## config.mk

```make
export PLATFORM = sky130hd
export DESIGN_NAME = sbqm_sensor_conditioner
export DESIGN_NICKNAME = d
export VERILOG_FILES = /design/src/rtl/sbqm_pkg.sv /design/src/rtl/sbqm_beam_channel.sv /design/src/rtl/sbqm_sensor_conditioner.sv
export SDC_FILE = /design/constraint.sdc
export NUM_CORES = 1
export LEC_CHECK = 0
export ABC_CLOCK_PERIOD_IN_PS = 4900
export CAP_MARGIN = 40
export CORE_UTILIZATION = 60
export DETAILED_ROUTE_END_ITERATION = 16
export GPL_TIMING_DRIVEN = 0
export PLACE_DENSITY = 0.8
export SLEW_MARGIN = 10
export SYNTH_ARGS = -nofsm -noshare
export SYNTH_HDL_FRONTEND = slang
export SYNTH_SLANG_ARGS = --single-unit
```

## constraint.sdc

```tcl
create_clock -name Clk -period 4.9 [get_ports Clk]
set_input_delay 1.225 -clock Clk [delete_from_list [all_inputs] [get_ports Clk]]
set_output_delay 1.225 -clock Clk [all_outputs]
set_load 0.05 [all_outputs]
```

## src/rtl/sbqm_pkg.sv

```systemverilog
// Shared types and constants for the bank queue manager sensor front end.
package sbqm_pkg;

  typedef enum logic [1:0] {
    CLEAR   = 2'd0,
    BLOCKED = 2'd1,
    STUCK   = 2'd2
  } chan_state_e;

  localparam logic BEAM_CLEAR   = 1'b1;
  localparam logic BEAM_BLOCKED = 1'b0;

  localparam int STUCK_IN  = 0;
  localparam int STUCK_OUT = 1;

endpackage

```

## src/rtl/sbqm_beam_channel.sv

```systemverilog
// One photocell channel: synchroniser, debounce filter, CLEAR/BLOCKED/STUCK
// tracker and dwell counter. Emits a one-cycle done strobe on beam release.
module sbqm_beam_channel
  import sbqm_pkg::*;
#(
  parameter int SYNC_STAGES     = 2,
  parameter int DEBOUNCE_CYCLES = 16,
  parameter int STUCK_CYCLES    = 1000
) (
  input  logic        clk_i,
  input  logic        rst_i,
  input  logic        beam_raw_i,
  output logic        done_o,
  output logic        stuck_o,
  output chan_state_e state_o
);

  localparam int DB_W = $clog2(DEBOUNCE_CYCLES);
  localparam int DW_W = $clog2(STUCK_CYCLES + 1);
  localparam logic [DB_W-1:0] DB_LAST    = DB_W'(DEBOUNCE_CYCLES - 1);
  localparam logic [DW_W-1:0] DWELL_LAST = DW_W'(STUCK_CYCLES - 1);
  localparam logic [DW_W-1:0] DWELL_MAX  = DW_W'(STUCK_CYCLES);

  logic [SYNC_STAGES-1:0] sync_q;
  logic                   sample;
  logic [DB_W-1:0]        db_cnt_q, db_cnt_d;
  logic                   level_q, level_d;
  chan_state_e            state_q, state_d;
  logic [DW_W-1:0]        dwell_q, dwell_d;
  logic                   done_q, done_d;

  assign sample = sync_q[SYNC_STAGES-1];

  // Level only flips after DEBOUNCE_CYCLES consecutive differing samples.
  always_comb begin
    db_cnt_d = '0;
    level_d  = level_q;
    if (sample != level_q) begin
      if (db_cnt_q == DB_LAST) begin
        level_d = sample;
      end else begin
        db_cnt_d = db_cnt_q + 1'b1;
      end
    end
  end

  always_comb begin
    state_d = state_q;
    dwell_d = dwell_q;
    done_d  = 1'b0;
    case (state_q)
      CLEAR: begin
        if (level_q == BEAM_BLOCKED) begin
          state_d = BLOCKED;
          dwell_d = '0;
        end
      end
      BLOCKED, STUCK: begin
        if (level_q == BEAM_CLEAR) begin
          state_d = CLEAR;
          done_d  = 1'b1;
        end else begin
          if (state_q == BLOCKED && dwell_q == DWELL_LAST) begin
            state_d = STUCK;
          end
          if (dwell_q != DWELL_MAX) begin
            dwell_d = dwell_q + 1'b1;
          end
        end
      end
      default: state_d = CLEAR;
    endcase
  end

  always_ff @(posedge clk_i or posedge rst_i) begin
    if (rst_i) begin
      sync_q   <= {SYNC_STAGES{BEAM_CLEAR}};
      db_cnt_q <= '0;
      level_q  <= BEAM_CLEAR;
      state_q  <= CLEAR;
      dwell_q  <= '0;
      done_q   <= 1'b0;
    end else begin
      sync_q   <= {sync_q[SYNC_STAGES-2:0], beam_raw_i};
      db_cnt_q <= db_cnt_d;
      level_q  <= level_d;
      state_q  <= state_d;
      dwell_q  <= dwell_d;
      done_q   <= done_d;
    end
  end

  assign done_o  = done_q;
  assign stuck_o = (state_q == STUCK);
  assign state_o = state_q;

endmodule

```

## src/rtl/sbqm_sensor_conditioner.sv

```systemverilog
// Entry/exit beam conditioner: two debounced channels feeding a registered
// arbitration stage that turns release strobes into queue-counter events.
module sbqm_sensor_conditioner
  import sbqm_pkg::*;
#(
  parameter int SYNC_STAGES     = 2,
  parameter int DEBOUNCE_CYCLES = 16,
  parameter int STUCK_CYCLES    = 1000
) (
  input  logic       Clk,
  input  logic       Reset,
  input  logic       BeamInRaw,
  input  logic       BeamOutRaw,
  input  logic       FullIn,
  input  logic       EmptyIn,
  output logic       EnterPulse,
  output logic       LeavePulse,
  output logic       SimulPulse,
  output logic       RejectPulse,
  output logic [1:0] StuckFlag
);

  logic        in_done, out_done;
  logic        in_stuck, out_stuck;
  chan_state_e in_state, out_state;

  logic       enter_q, enter_d;
  logic       leave_q, leave_d;
  logic       simul_q, simul_d;
  logic       reject_q, reject_d;
  logic [1:0] stuck_q, stuck_d;

  sbqm_beam_channel #(
    .SYNC_STAGES    (SYNC_STAGES),
    .DEBOUNCE_CYCLES(DEBOUNCE_CYCLES),
    .STUCK_CYCLES   (STUCK_CYCLES)
  ) u_in (
    .clk_i     (Clk),
    .rst_i     (Reset),
    .beam_raw_i(BeamInRaw),
    .done_o    (in_done),
    .stuck_o   (in_stuck),
    .state_o   (in_state)
  );

  sbqm_beam_channel #(
    .SYNC_STAGES    (SYNC_STAGES),
    .DEBOUNCE_CYCLES(DEBOUNCE_CYCLES),
    .STUCK_CYCLES   (STUCK_CYCLES)
  ) u_out (
    .clk_i     (Clk),
    .rst_i     (Reset),
    .beam_raw_i(BeamOutRaw),
    .done_o    (out_done),
    .stuck_o   (out_stuck),
    .state_o   (out_state)
  );

  // A same-cycle entry and exit leaves occupancy unchanged, so full/empty
  // only gate single-sided events.
  always_comb begin
    enter_d  = in_done & ~out_done & ~FullIn;
    leave_d  = out_done & ~in_done & ~EmptyIn;
    simul_d  = in_done & out_done;
    reject_d = (in_done & ~out_done & FullIn) | (out_done & ~in_done & EmptyIn);
    stuck_d            = '0;
    stuck_d[STUCK_IN]  = in_stuck;
    stuck_d[STUCK_OUT] = out_stuck;
  end

  always_ff @(posedge Clk or posedge Reset) begin
    if (Reset) begin
      enter_q  <= 1'b0;
      leave_q  <= 1'b0;
      simul_q  <= 1'b0;
      reject_q <= 1'b0;
      stuck_q  <= 2'b00;
    end else begin
      enter_q  <= enter_d;
      leave_q  <= leave_d;
      simul_q  <= simul_d;
      reject_q <= reject_d;
      stuck_q  <= stuck_d;
    end
  end

  // A release strobe always coincides with the channel having returned to CLEAR.
  a_in_done_clear: assert property (@(posedge Clk) disable iff (Reset)
    !in_done || in_state == CLEAR);
  a_out_done_clear: assert property (@(posedge Clk) disable iff (Reset)
    !out_done || out_state == CLEAR);

  assign EnterPulse  = enter_q;
  assign LeavePulse  = leave_q;
  assign SimulPulse  = simul_q;
  assign RejectPulse = reject_q;
  assign StuckFlag   = stuck_q;

endmodule

```

==> results of run 1 <==
[cell families (layout without fill, tap and decap cells)]
logic type,after synthesis,count (layout),share of synthesized area
compound gates,52,52,0.1515
xor+xnor,4,4,0.01478
fa+ha+maj,14,14,0.07392
buf+inv,19,39,0.04593
flops,46,46,0.4889
mux,8,8,0.03696
simple gates,80,80,0.1880
[synthesized netlist by cell type, types with 4 or more instances]
cell | count | area share
a22o_1 | 5 | 0.018
inv_1 | 15 | 0.024
xnor2_1 | 4 | 0.015
o21ai_0 | 19 | 0.040
nand2_1 | 20 | 0.032
nor3b_1 | 4 | 0.013
o31ai_1 | 4 | 0.013
dfstp_2 | 6 | 0.067
nand4b_1 | 5 | 0.018
dfrtp_1 | 40 | 0.42
a21oi_1 | 11 | 0.023
nor3_1 | 7 | 0.015
ha_1 | 14 | 0.074
nor2_1 | 10 | 0.016
mux2_2 | 6 | 0.029
nand3_1 | 11 | 0.023
[layer usage]
metal,vias to the layer above,share of wire,global-route usage
met4,0,0.0097,0.06667
met2,25,0.49,0.3672
met1,815,0.47,0.2661
met5,-,0,0
met3,4,0.029,0.05282
li1,840,-,-
[final cells by class]
class,instances,area [µm²],share of cell area
Clock inverter,1,30.03,0.01126
Sequential cell,46,1159,0.4345
Timing Repair Buffer,12,130.1,0.04880
Multi-Input combinational cell,158,1102,0.4134
Tap cell,48,60.06,0.02252
Buffer,4,52.55,0.01971
Inverter,15,56.30,0.02112
Clock buffer,7,76.32,0.02863
[registers in the layout, indices dropped and copies added (netlist names), 2 cells and up]
name,flops
u_in.state_o,2
u_out.db_cnt_q,4
u_out.dwell_q,10
StuckFlag,2
u_in.sync_q,2
u_in.dwell_q,10
u_out.sync_q,2
u_out.state_o,2
u_in.db_cnt_q,4
[worst reg2reg max path, cell delays in order (launching register included)]
cell	delay, ns
dfrtp_1	0.40
inv_1	0.08
ha_1	0.30
buf_6	0.14
o21bai_1	0.39
nor2_1	0.13
or4_1	0.40
o21ai_0	0.09
[power groups by stage]
stage / Clock, W / Combinational, W / Sequential, W
after floorplan: 0 / 0.000381 / 0.000526
after global placement: 0 / 0.000508 / 0.000512
after detailed placement: 0 / 0.000526 / 0.000514
after CTS: 0.000280 / 0.000526 / 0.000508
after global routing: 0.000293 / 0.000598 / 0.000520
final: 0.000271 / 0.000522 / 0.000508
[metrics by stage]
step | utilization | instances | hold WS, ns | area [µm²]
3_5_place_dp | 0.6889 | 283 | 0.3475 | 2560
6_report | 0.7175 | 291 | 0.3583 | 2666
2_1_floorplan | - | 223 | 0.3452 | 2370
3_3_place_gp | 0.6835 | 282 | 0.3465 | 2540
5_1_grt | 0.7175 | 291 | 0.3628 | 2666
4_1_cts | 0.7175 | 291 | 0.3592 | 2666
[worst max-delay path by stage]
| stage | start | endpoint | cells after the start |
|---|---|---|---|
| global placement | Reset | StuckFlag[0] | 2 |
| CTS | SimulPulse | SimulPulse | 1 |
| detailed placement | SimulPulse | SimulPulse | 1 |
| global route | RejectPulse | RejectPulse | 1 |
| floorplan | Reset | EnterPulse | 1 |
| finish | SimulPulse | SimulPulse | 1 |
==> results.sh, run 1 <==
export IMPL_outcome="finished clean"
export IMPL_fin_setup_tns_ns=0
export IMPL_coreArea_um2=3716
export IMPL_slowest_delay_ns=0.79
export IMPL_regToRegSetupSlack_ns=2.87
export IMPL_postRouteWirelength_mm=4.006
export IMPL_slew_violations=0
export IMPL_grt_ovfl_total=0
export IMPL_drive_gt1_frac=0.1276
export IMPL_grt_first_pass_wirelength_mm=6.900
export IMPL_fill_cells=266
export IMPL_max_cap_violations=0
export IMPL_gp_congestion=0.8006
export IMPL_rsz0062_at_grt="no"
export IMPL_crit_path_start_kind="flop"
export IMPL_post_route_drc_count=0
export IMPL_first_pass_iters=4
export IMPL_pwr_share_clk=0.208
export IMPL_fin_skew_ns=0.008491
export IMPL_critPathCaptureType="primary output"
export IMPL_peakVddDrop_v=0.0002524
export IMPL_ys_ff_latch=46
export IMPL_r2r_start="u_out.state_o[0]"
export IMPL_hold_path_end="u_out.sync_q[1]"
export IMPL_final_common_cell="dfrtp_1"
export IMPL_worst_pin_slew_ns=0.7342
export IMPL_cts_buffer_depth=2
export IMPL_power_internal_w=0.0008036
export IMPL_clock_latency_ns=0.29
export IMPL_r2r_end="u_out.dwell_q[7]"
export IMPL_fin_ws_ns=2.244
export IMPL_syn_inst=223
export IMPL_combPwrFrac=0.401
export IMPL_initial_core_util=0.6377
export IMPL_synth_warnings=0
export IMPL_synth_edf_count=0
export IMPL_switching_share=0.3821
export IMPL_cts_tree="done"
export IMPL_fin_nets=262
export IMPL_synthFlopType="dfrtp_1"
export IMPL_die_x_um=64.85
export IMPL_path_cells="clkdlybuf4s50_1"
export IMPL_fp_dieH_um=64.85
export IMPL_power_density_nw_per_um2=487.8
export IMPL_place_hpwl_mm=2.879
export IMPL_vias=1684
export IMPL_hold_viol=0
export IMPL_num_antenna_cells=0
export IMPL_slew_headroom=0.5095
export IMPL_avgSynthCellArea_um2=10.63
export IMPL_ys_seq_area_frac=0.4889
export IMPL_crit_fanout=1
export IMPL_dieArea_um2=4205
export IMPL_hold_start="u_out.sync_q[0]"
export IMPL_cp_slowest_cell="clkdlybuf4s50_1"
export IMPL_pre_cts_slack_ns=2.555
export IMPL_finalSetupViolCount=0
export IMPL_post_route_min_period_ns=2.656
export IMPL_antenna_found_initial=0
export IMPL_cp_num_buf_inv=1
export IMPL_syn_area_um2=2370
export IMPL_ios=12
export IMPL_area_delta_synth_final_pct=12.51
export IMPL_grt_pass1_vias=1587
export IMPL_synth_distinct_cells=45
export IMPL_io_buffers=11
export IMPL_hp_class="reg2reg"
export IMPL_grtUsageTotal=0.2151
export IMPL_max_freq_mhz=376.4
export IMPL_critPathKind="reg2out"
export IMPL_wl_per_cell_um=13.77
export IMPL_r2r_cells=7
export IMPL_p_leak_nw=1.163
export IMPL_cts_made_buffers=5
export IMPL_crit_family="buffers and inverters"
export IMPL_cts_post_setup_buffers_inserted=0
export IMPL_path_clk_slew_ns=0.09
export IMPL_drtIter0Drc=113
export IMPL_cts_resized=0
export IMPL_postRouteAntennaNets=0
export IMPL_htreeDepth=2
export IMPL_grt_max_degree=36
export IMPL_whs_path_depth=0
export IMPL_cts_sinks=46
export IMPL_p_switching_w=0.0004970
export IMPL_cp_data_required_time_ns=3.67
export IMPL_postCtsHoldBufs=0
export IMPL_worstPathArrival_ns=1.43
export IMPL_total_power_w=0.001301
export IMPL_seq_power_share=0.391
export IMPL_async_flop_share=1.000
export IMPL_fin_crit_sh=0.5421
export IMPL_cts_root_buf="clkbuf_8"
export IMPL_viasPerCell=5.787
export IMPL_synthesis_nets=243
export IMPL_std_cell_rows=22
export IMPL_layout_common_cells="dfrtp_1, nand2_1, o21ai_0, inv_1, ha_1"
Note: power is estimated with default switching activity, not from simulation.
==> run 2: changes to the inputs <==
- ABC_CLOCK_PERIOD_IN_PS: 4900 -> 2100
- CORE_UTILIZATION: 60 -> 53
- PLACE_DENSITY: 0.8 -> 0.74
- clock period: 4.9 -> 2.1 ns (I/O delays scaled with it)
==> run 2 against run 1 <==
  * Flip-flop and latch count is the same
  * Core utilization shrank 7.1 points
  * Cell count grew 0.69%
  * Highest routed layer unchanged
  * Critical path depth grew 6
  * Die area grew 13%
  * Via count grew 0.24%
  * Combinational power grew 140%
  * Worst setup slack lost 2.1 ns
  * Clock power grew 140%
  * Sequential share of layout area shrank 0.20 points
  * First-iteration DRC count shrank 20%
==> results.sh, run 2 (synthesized netlist as in run 1, its figures left out) <==
export IMPL_worst_pin_slew_ns=0.7539
export IMPL_total_power_w=0.003105
export IMPL_p_leak_nw=1.166
export IMPL_cts_made_buffers=5
export IMPL_post_route_min_period_ns=1.965
export IMPL_htreeDepth=2
export IMPL_regToRegSetupSlack_ns=0.14
export IMPL_rsz0062_at_grt="yes"
export IMPL_fin_crit_sh=0.9356
export IMPL_grt_first_pass_wirelength_mm=6.762
export IMPL_cts_post_setup_buffers_inserted=0
export IMPL_critPathKind="reg2reg"
export IMPL_hold_viol=0
export IMPL_fin_setup_tns_ns=0
export IMPL_worstPathArrival_ns=2.15
export IMPL_startpoint="u_out.state_o[1]"
export IMPL_fin_ws_ns=0.1353
export IMPL_slew_violations=0
export IMPL_postRouteAntennaNets=0
export IMPL_first_pass_iters=4
export IMPL_vias=1688
export IMPL_layout_common_cells="dfrtp_1, nand2_1, o21ai_0, inv_1, ha_1"
export IMPL_pre_cts_slack_ns=0.1292
export IMPL_instances_no_fill=293
export IMPL_post_route_drc_count=0
export IMPL_dp_cells=285
export IMPL_reg_top3="u_in.dwell_q x10, u_out.dwell_q x10"
export IMPL_final_common_cell="dfrtp_1"
export IMPL_grt_max_degree=28
export IMPL_place_hpwl_mm=2.857
export IMPL_max_cap_violations=0
export IMPL_dieArea_um2=4742
export IMPL_area_delta_synth_final_pct=13.04
export IMPL_slew_headroom=0.4963
export IMPL_die_x_um=68.87
export IMPL_outcome="finished clean"
export IMPL_critPathCaptureType="flop"
export IMPL_drive_gt1_frac=0.1358
export IMPL_viasPerCell=5.761
export IMPL_cp_data_required_time_ns=2.29
export IMPL_grt_pass1_vias=1552
export IMPL_coreArea_um2=4144
export IMPL_cts_sinks=46
export IMPL_cts_buffer_depth=2
export IMPL_initial_core_util=0.5719
export IMPL_num_antenna_cells=0
export IMPL_std_cell_rows=23
export IMPL_max_freq_mhz=509.0
export IMPL_r2r_cells=7
export IMPL_ios=12
export IMPL_peakVddDrop_v=0.0007147
export IMPL_postRouteWirelength_mm=4.064
export IMPL_crit_path_start_kind="flop"
export IMPL_finalSetupViolCount=0
export IMPL_hp_class="reg2reg"
export IMPL_fin_skew_ns=0.01134
export IMPL_gp_congestion=0.7823
export IMPL_drtIter0Drc=90
export IMPL_io_buffers=11
export IMPL_grt_ovfl_total=0
export IMPL_fp_dieH_um=68.87
export IMPL_wl_per_cell_um=13.87
export IMPL_r2r_end="u_out.dwell_q[2]"
export IMPL_grtUsageTotal=0.1932
export IMPL_antenna_found_initial=0
export IMPL_cts_tree="done"
export IMPL_hold_ws_ns=0.3540
export IMPL_fin_nets=262
export IMPL_crit_fanout=10
export IMPL_r2r_start="u_out.state_o[1]"
export IMPL_power_density_nw_per_um2=1159
export IMPL_path_clk_slew_ns=0.09
export IMPL_crit_end="u_out.dwell_q[2]"
export IMPL_postCtsHoldBufs=0
export IMPL_cts_root_buf="clkbuf_8"
export IMPL_clock_latency_ns=0.30
-- run 2: where the power goes --
part	leakage (nW)	switching, W	internal [W]
Sequential	0.601	0.000153	0.00103
Clock	0.0514	0.000302	0.000355
Combinational	0.514	0.000755	0.000506
Total	1.17	0.00121	0.00189
-- run 2: worst min-delay path by stage --
| stage | depth (start not counted) | from | end | slack [ns] |
|---|---|---|---|---|
| detailed placement | 0 | u_out.sync_q[0] | u_out.sync_q[1] | 0.35 |
| global placement | 0 | u_out.sync_q[0] | u_out.sync_q[1] | 0.35 |
| finish | 0 | u_in.sync_q[0] | u_in.sync_q[1] | 0.35 |
| CTS | 0 | u_in.sync_q[0] | u_in.sync_q[1] | 0.36 |
| global route | 0 | u_in.sync_q[0] | u_in.sync_q[1] | 0.36 |
| floorplan | 0 | u_in.sync_q[0] | u_in.sync_q[1] | 0.35 |
-- run 2: final cells by class --
cell class | instances | area, µm²
flip-flops and latches | 46 | 1159
well taps | 50 | 62.56
clock buffers | 6 | 72.57
plain buffers | 4 | 52.55
inverters | 15 | 56.30
fillers | 349 | 1465
repair buffers | 12 | 130.1
multi-input cells | 158 | 1109
clock inverters | 2 | 37.54
-- run 2: what timing repair did --
item,4_1_cts,5_1_grt
hold endpoints to repair,0,0
gates resized for setup,0,2
endpoints found under the setup margin,0,2
-- run 2: worst max-delay path, cell delays in order (launching register included) --
cell and delay [ns]:
dfrtp_1 0.41, inv_1 0.07, ha_1 0.28, buf_6 0.14, nand4b_1 0.17, o41ai_4 0.45, or2_4 0.23, o21ai_0 0.09
-- run 2: stage by stage --
step                utilization  instance area (µm²)
floorplan                     -                 2370
finish                   0.6464                 2679
global placement         0.6135                 2542
detailed placement       0.6184                 2562
CTS                      0.6449                 2673
global route             0.6464                 2679
-- run 2: metal layers --
layer  routed length [µm]  global-route usage  up-vias
li1                     -                   -      839
met5                    0                   0        -
met2                 1878              0.3107       25
met1                 1988              0.2466      818
met3                  144             0.05428        6
met4                   53             0.07143        0
